### config.mk
export PLATFORM = sky130hd
export DESIGN_NAME = mtr_duty_ramp
export DESIGN_NICKNAME = d
export VERILOG_FILES = /design/src/rtl/mtr_duty_ramp.sv
export SDC_FILE = /design/constraint.sdc
export NUM_CORES = 1
export LEC_CHECK = 0
export BUFFER_PORTS_ARGS = -buffer_cell sky130_fd_sc_hd__buf_2
export CORE_MARGIN = 2
export CORE_UTILIZATION = 60
export DETAILED_ROUTE_END_ITERATION = 16
export PLACE_DENSITY = 0.81
export SETUP_SLACK_MARGIN = 0.3
export SLEW_MARGIN = 20
export SYNTH_ARGS = -nofsm -noshare
export SYNTH_HDL_FRONTEND = slang
export SYNTH_SLANG_ARGS = --single-unit
### constraint.sdc
create_clock -name clk -period 3.7 [get_ports clk]
set_input_delay 0.185 -clock clk [delete_from_list [all_inputs] [get_ports clk]]
set_output_delay 0.185 -clock clk [all_outputs]
set_load 0.05 [all_outputs]
### src/rtl/mtr_duty_ramp.sv
`default_nettype none
// +----------------------------------------------------------------------------+
// | mtr_duty_ramp : two-channel PWM duty slew limiter with reversal dead-time  |
// | Rev 1.0                                                                    |
// +----------------------------------------------------------------------------+
module mtr_duty_ramp #(
    parameter logic [10:0] STEP         = 11'd32,
    parameter logic [3:0]  DEAD_PERIODS = 4'd4
) (
    input  logic        clk,
    input  logic        rst_n,
    input  logic        en,
    input  logic        cmd_vld,
    input  logic [11:0] lft_spd,
    input  logic [11:0] rght_spd,
    output logic [10:0] lft_duty,
    output logic [10:0] rght_duty,
    output logic        lft_rev,
    output logic        rght_rev,
    output logic        prd_strb,
    output logic        at_target
);
    typedef enum logic [0:0] {ST_RUN = 1'b0, ST_HOLD = 1'b1} state_t;

    logic [10:0]      pcnt_q;
    logic             bnd;
    logic             prd_strb_q;
    logic             at_target_q;
    logic [1:0][11:0] spd;
    logic [1:0][10:0] duty;
    logic [1:0]       rev;
    logic [1:0]       settled;

    assign spd = {rght_spd, lft_spd};
    assign bnd = (pcnt_q == 11'h7FF);

    always_ff @(posedge clk or negedge rst_n) begin
        if (!rst_n) begin
            pcnt_q      <= 11'd0;
            prd_strb_q  <= 1'b0;
            at_target_q <= 1'b0;
        end else begin
            pcnt_q      <= pcnt_q + 11'd1;
            prd_strb_q  <= bnd;
            at_target_q <= &settled;
        end
    end

    for (genvar c = 0; c < 2; c++) begin : g_ch
        state_t      state_q;
        logic [3:0]  hold_cnt_q;
        logic [10:0] cur_mag_q;
        logic [10:0] tgt_mag_q;
        logic        cur_rev_q;
        logic        tgt_rev_q;
        logic        pend;
        logic [11:0] up_sum;
        logic [11:0] dn_diff;
        logic [10:0] spd_neg;
        logic [10:0] spd_abs;
        logic [10:0] ramp_mag;
        logic [10:0] dec_mag;

        // Sums are 12 bits wide so a step near full scale clamps instead of wrapping.
        always_comb begin
            pend     = (tgt_rev_q != cur_rev_q) && (tgt_mag_q != 11'd0);
            up_sum   = {1'b0, cur_mag_q} + {1'b0, STEP};
            dn_diff  = {1'b0, cur_mag_q} - {1'b0, STEP};
            dec_mag  = dn_diff[11] ? 11'd0 : dn_diff[10:0];
            ramp_mag = cur_mag_q;
            if (cur_mag_q < tgt_mag_q) begin
                ramp_mag = (up_sum >= {1'b0, tgt_mag_q}) ? tgt_mag_q : up_sum[10:0];
            end else if (cur_mag_q > tgt_mag_q) begin
                ramp_mag = (dn_diff[11] || (dn_diff[10:0] <= tgt_mag_q)) ? tgt_mag_q : dn_diff[10:0];
            end
            spd_neg = ~spd[c][10:0] + 11'd1;
            if (!spd[c][11])
                spd_abs = spd[c][10:0];
            else if (spd[c][10:0] == 11'd0)
                spd_abs = 11'h7FF;
            else
                spd_abs = spd_neg;
        end

        always_ff @(posedge clk or negedge rst_n) begin
            if (!rst_n) begin
                state_q    <= ST_RUN;
                hold_cnt_q <= 4'd0;
                cur_mag_q  <= 11'd0;
                tgt_mag_q  <= 11'd0;
                cur_rev_q  <= 1'b0;
                tgt_rev_q  <= 1'b0;
            end else begin
                if (cmd_vld) begin
                    tgt_rev_q <= spd[c][11];
                    tgt_mag_q <= spd_abs;
                end
                if (!en) begin
                    cur_mag_q  <= 11'd0;
                    state_q    <= ST_RUN;
                    hold_cnt_q <= 4'd0;
                end else if (bnd) begin
                    case (state_q)
                        ST_RUN: begin
                            if (pend) begin
                                cur_mag_q <= dec_mag;
                                if (dec_mag == 11'd0) begin
                                    state_q    <= ST_HOLD;
                                    hold_cnt_q <= DEAD_PERIODS;
                                end
                            end else begin
                                cur_mag_q <= ramp_mag;
                            end
                        end
                        ST_HOLD: begin
                            if (!pend) begin
                                state_q <= ST_RUN;
                            end else if (hold_cnt_q == 4'd0) begin
                                cur_rev_q <= tgt_rev_q;
                                state_q   <= ST_RUN;
                            end else begin
                                hold_cnt_q <= hold_cnt_q - 4'd1;
                            end
                        end
                        default: state_q <= ST_RUN;
                    endcase
                end
            end
        end

        assign duty[c]    = cur_mag_q;
        assign rev[c]     = cur_rev_q;
        assign settled[c] = (state_q == ST_RUN) && (cur_mag_q == tgt_mag_q) &&
                            ((cur_rev_q == tgt_rev_q) || (tgt_mag_q == 11'd0));
    end

    assign lft_duty  = duty[0];
    assign rght_duty = duty[1];
    assign lft_rev   = rev[0];
    assign rght_rev  = rev[1];
    assign prd_strb  = prd_strb_q;
    assign at_target = at_target_q;
endmodule
`default_nettype wire

After elaboration in Yosys (flattened, before gate mapping)
Index checks and enable logic that the tools add are counted.
{"block": "classes", "bitwise": 4, "n_div": 0, "reduce_logical": 27, "n_mul": 0, "addsub": 9, "eq_ne": 20, "n_shift": 0, "n_mux": 50, "magnitude_cmp": 8}
{"operator": "$mux 11", "n": 22}
{"operator": "$logic_not 11->1", "n": 6}
{"operator": "$mux 4", "n": 12}
{"operator": "$add 11x1->11 const B", "n": 3}
{"operator": "$add 11x6->12 const B", "n": 2}
{"operator": "$ge 12x11->1", "n": 2}
{"operator": "$sub 11x6->12 const B", "n": 2}
{"operator": "$eq 11x11->1", "n": 2}
{"operator": "$gt 11x11->1", "n": 2}
{"operator": "$le 11x11->1", "n": 2}
{"operator": "$lt 11x11->1", "n": 2}
{"operator": "$not 11->11", "n": 2}
{"operator": "$reduce_bool 11->1", "n": 2}
{"operator": "$reduce_and 5->1", "n": 4}
{"operator": "$ne 3x3->1 const B", "n": 6}
{"operator": "$pmux 4 s2", "n": 2}
{"operator": "$mux 1", "n": 12}
{"operator": "$eq 11x11->1 const B", "n": 1}
{"operator": "$logic_not 4->1", "n": 2}
{"operator": "$ne 4x1->1 const B", "n": 2}
{"operator": "$sub 4x1->4 const B", "n": 2}
{"operator": "$logic_and 1x1->1", "n": 6}
{"operator": "$ne 3x2->1 const B", "n": 2}
{"operator": "$reduce_and 3->1", "n": 2}
{"operator": "other kinds (8)", "n": 16}
{"block": "totals", "romBits": 0, "output_inout_bits": 26, "inputBits": 28, "latchBits": 0, "ram_bits": 0, "mem_count": 0, "word_cells": 133, "register_bits": 71}

Longest topological paths before layout
{"block": "logic_depth", "depth_word": 10, "ltp_mapped": 13, "depth_no_buf": 13}

Worst setup path after synthesis
OpenSTA, ideal clock, no wires.
{"block": "synth_path", "path_kind": "reg2reg", "from": "register g_ch[0].cur_mag_q[5], in the netlist lft_duty[5]", "to": "register g_ch[0].cur_mag_q[2], in the netlist lft_duty[2]", "period_less_slack_ns": 3.416, "setup_slack_ns": 0.284, "t_arrival_ns": 3.349, "required_ns": 3.633, "setup_ns": 0.067, "path_stages_with_launch": 13, "path_buffers": 0, "cell_sequence": "dfrtp_1 > inv_1 > ha_1 > nor3b_1 > xor2_1 > ha_1 > a21o_1 > a211oi_1 > o221ai_1 > and3_1 > and2_1 > nor4_2 > a22o_1"}
{"block": "synth_between", "elab_chain_len": 10, "word_cells_on_any_way": 18, "classes_between": "add/sub (2); order compare (4); eq/ne (1); mux (9); reduce/logical (2)"}
{"element": "start: declaration", "line": "52", "text": "logic [10:0] cur_mag_q;"}
{"element": "start signal: assignment", "line": "106", "text": "cur_mag_q <= dec_mag;"}
{"element": "start signal: assignment", "line": "112", "text": "cur_mag_q <= ramp_mag;"}
{"element": "$sub 11x6->12", "line": "68", "text": "dn_diff = {1'b0, cur_mag_q} - {1'b0, STEP};"}
{"element": "$le 11x11->1", "line": "74", "text": "ramp_mag = (dn_diff[11] || (dn_diff[10:0] <= tgt_mag_q)) ? tgt_mag_q : dn_diff[10:0];"}
{"element": "$logic_or 1x1->1", "line": "74"}
{"element": "$mux 11", "line": "74"}
{"element": "$mux 11", "line": "73", "text": "end else if (cur_mag_q > tgt_mag_q) begin"}
{"element": "$mux 11", "line": "71", "text": "if (cur_mag_q < tgt_mag_q) begin"}
{"element": "$mux 11", "line": "105", "text": "if (pend) begin"}
{"element": "$mux 11", "line": "103", "text": "case (state_q)"}
{"element": "$mux 11", "line": "102", "text": "end else if (bnd) begin"}
{"element": "$mux 11", "line": "98", "text": "if (!en) begin"}
Parallel ways exist; a longest one is shown, timed or not. The select of a mux whose other input is x is not followed.
A chain may end at the register's enable or synchronous reset.

Worst setup path in the final report
Same ends and word-level chain as after synthesis.

==> metrics <==
critical setup path kind=reg2reg; Storage cell area=1780 um^2; reported net switching power=1.21 mW; part of the total power dissipated in combinational logic=between 40 and 50%; number of standard-cell rows in the floorplan=34; Critical Path Source Type=flop; Cell Area, Synth=~5400 um^2; actual slew at the worst max-slew pin=between 0.7 and 0.8 ns; Area Growth Syn to Fin=13.8%; number of I/O pins=54; number of DRC violations after detailed routing=0; run status=finished clean; adder and majority gate portion of the synthesized area=12.2%; fraction of synthesis flops using an asynchronous set or reset pin=100%; clock-pin slew on the worst setup and hold paths=~0.090 ns; max-cap viol count=0; unrepaired setup endpoints after global routing=false; post-synth top area cell=dfrtp_1; initial core utilization=~62%; Worst EP arrival=~3.6 ns; setup clock skew after layout=between 0.01 and 0.015 ns; syn avg cell area=roughly 8.7 um^2; biggest area contributors in the synthesized netlist=dfrtp_1, ha_1, a21oi_1, xor2_1, inv_1; Critical Path Fanout Max=5; number of global-route vias before repair=between 4,000 and 5,000; Core Footprint=~8700 um^2; number of warnings reported in the yosys synthesis log=0; gp weighted congestion=about 1.1; clk root buf=clkbuf_8; flops & latches, synth=approximately 70; Routed WL per cell=between 15 and 20 um; net count after synthesis=about 700; cells after synthesis=620; Power Dens Cells=approximately 480 nW/um^2; Num Clock Sinks=a little over 70; maximum clock frequency=roughly 0.30 GHz; dpl hpwl=about 11,000 um; Core Util, Final=a little over two thirds; residual overflow from global routing=0; wire length of the first global-routing pass=approximately 24,000 um; Worst R2R Path Depth=12; final critical-path required period=roughly 3.3 ns; number of distinct standard cells referenced by the synthesized netlist=74; Static Leak=2.96 nW; P_int=between 1.5 and 2 mW; total inserted antenna cells=0; Clock Path Buffers=2; setup violation total in the final timing report=0; Die Height=99.0 um; main combinational cell family by area after synthesis=simple AND/OR/NAND/NOR gates; worst setup path start=lft_duty[5]; end point of the critical path=lft_duty[2]; routed via count=approximately 5,000; number of buffers added on ports=53; Max-slew headroom=52.0%; Worst Setup End Kind=flop; Vias per Instance=between 6 and 7; area of the die=9800 um^2; H-tree depth=3; CTS tree=yes; sequential area share after synthesis=approximately a third; register-to-register setup slack=0.40 ns; Layout fillers=668; switching share of total power=approximately two fifths; pin count of the biggest net entering global routing=54; xor-xnor portion of the synthesized cell area=6.95%; area share of and/or/nand/nor cells after synthesis=between 20% and 30%; Final period util=approximately nine tenths; number of DRC violations after detailed-routing iteration 0=around 400; # nets final=about 760; number of buffers created by CTS=9; part of the total power dissipated in sequential elements=roughly a third; proportion of synthesized area in mux cells=under 10%; beginning of the worst register-to-register path=lft_duty[5]; type of the tightest min-delay check=in2reg; Total Wirelength=~14,000 um; area fraction in compound gates after synthesis=about a fifth; later-pin clock latency in the skew report=between 0.3 and 0.4 ns; count of final hold-check violations=0; initial antenna violation count=0; final-report max-slew violation count=0; data required time at the worst endpoint=roughly 4.0 ns; total iterations of the first detailed-routing run=5; chip width=approximately 99 um; end of the worst register-to-register path=lft_duty[2]; Post-synth EDFFs=0; area of the multi-input gates=about 3400 um^2; GRT Total Usage=between 30% and 40%; clock network fraction of design power=24.5%; antenna-violating nets left=0; Sum Neg Setup Slack=0 ns; top-area cell type share of the netlist area=roughly a third; share of final-layout standard cells stronger than drive strength 1=between 15 and 20%; IR Drop Worst-Case VDD=between 0.2 and 0.25 mV; most used flip-flop cell after synthesis=dfrtp_1
[cell usage in the layout, fill, tap and decap left out, types with 6 or more instances in the layout]
cell type  netlist  final
and3_1           6      6
a31oi_1          7      7
inv_1           53     53
a22o_1          11     11
nand2_1         46     46
mux2i_1          6      6
buf_4            0     14
nand3_1         28     27
nor2_1          48     47
buf_2            3     53
nor3_1          19     18
or3_1           14     14
o21ai_0         20     20
nor4_1           7      7
ha_1            53     53
nand4_1         10     10
xor2_1          25     22
o211ai_1         7      7
clkbuf_8         0     10
dfrtp_1         71     66
a21oi_1         54     54
nand2b_1         6      6
xnor2_1         18     18
[power groups by stage]
stage                     clock network, mW  registers [mW]  logic (mW)
final                                 0.721           0.939        1.28
after global routing                  0.761           0.948        1.41
after CTS                             0.727           0.933        1.21
after detailed placement                  0           0.948        1.19
after global placement                    0           0.945        1.19
after floorplan                           0            1.05       0.747
[layout make-up]
cell class	count	share of cell area, %
inverter	54	3.31
tap	108	2.19
multi-input combinational	479	55.7
timing repair buffer	68	6.17
clock buffer	10	2.23
clock inverter	6	1.50
sequential	71	28.9
[cells in the mapped netlist (all sizes together), types with 7 or more instances]
| library cell | number |
|---|---|
| o21ai | 21 |
| a31oi | 8 |
| nand2 | 47 |
| nor3 | 19 |
| dfrtp | 71 |
| nand4 | 10 |
| xor2 | 25 |
| or3 | 15 |
| nand3 | 28 |
| clkbuf | 13 |
| ha | 53 |
| nor4 | 10 |
| nor2 | 49 |
| and3 | 7 |
| inv | 53 |
| a22o | 11 |
| a21oi | 55 |
| o211ai | 8 |
| xnor2 | 18 |
[worst max-delay path: stages, from the launching register on]
cell	delay (ns)
dfrtp_2	0.41
inv_1	0.14
ha_1	0.25
nor3b_2	0.23
xor2_1	0.25
ha_1	0.29
a21o_1	0.20
a211oi_1	0.26
o221ai_1	0.19
and3_1	0.23
and2_2	0.25
nor4_4	0.31
a22o_1	0.22
[state kept, by name, summed over array words and instances (netlist names)]
register,count
at_target,1
g_ch.hold_cnt_q,8
g_ch.state_q,2
g_ch.tgt_mag_q,22
g_ch.tgt_rev_q,2
lft_duty,11
lft_rev,1
pcnt_q,11
prd_strb,1
rght_duty,11
rght_rev,1
[how the worst min path moves through the flow]
stage | slack, ns | startpoint | cells past startpoint | to
6_report | 0.10 | rght_spd[0] | 3 | g_ch[1].tgt_mag_q[0]
5_1_grt | 0.13 | rght_spd[0] | 3 | g_ch[1].tgt_mag_q[0]
4_1_cts | 0.1 | rght_spd[0] | 3 | g_ch[1].tgt_mag_q[0]
3_5_place_dp | 0.16 | rst_n | 1 | rght_duty[9]
3_3_place_gp | 0.15 | rst_n | 1 | rght_duty[10]
2_1_floorplan | -0.11 | rst_n | 0 | at_target
[layer usage]
layer	GRT usage (%)	up-vias	share of wire [%]
met1	43.4	2407	46
met4	8.54	0	1.8
li1	-	2394	-
met3	6.81	25	7.9
met5	0	-	0
met2	47.2	194	45
[stage by stage]
| step | std cells | hold WS [ns] | power [mW] | setup WS [ns] | instance area (um^2) |
|---|---|---|---|---|---|
| after global placement | 776 | 0.149 | 2.13 | 0.275 | 5840 |
| after global routing | 796 | 0.127 | 3.11 | 0.254 | 6170 |
| final | 796 | 0.103 | 2.94 | 0.398 | 6170 |
| after CTS | 795 | 0.0998 | 2.87 | 0.343 | 6100 |
| after floorplan | 620 | -0.111 | 1.80 | 0.397 | 5420 |
| after detailed placement | 776 | 0.158 | 2.14 | 0.180 | 5840 |
[cells by family (layout without fill, tap and decap cells)]
logic type      after synthesis  count (layout)
flops                        71              71
mux                          12              12
buf+inv                      70             138
fa+ha+maj                    53              53
compound gates              158             158
simple gates                213             213
xor+xnor                     43              43
[repair_timing]
item,in CTS,in global routing
buffers inserted,2,1
hold buffers,1,0
endpoints found under the hold margin,18,0
resized for setup,1,14
setup endpoints to repair,5,17
pin swaps,1,2
(Power assumes the default switching activity.)
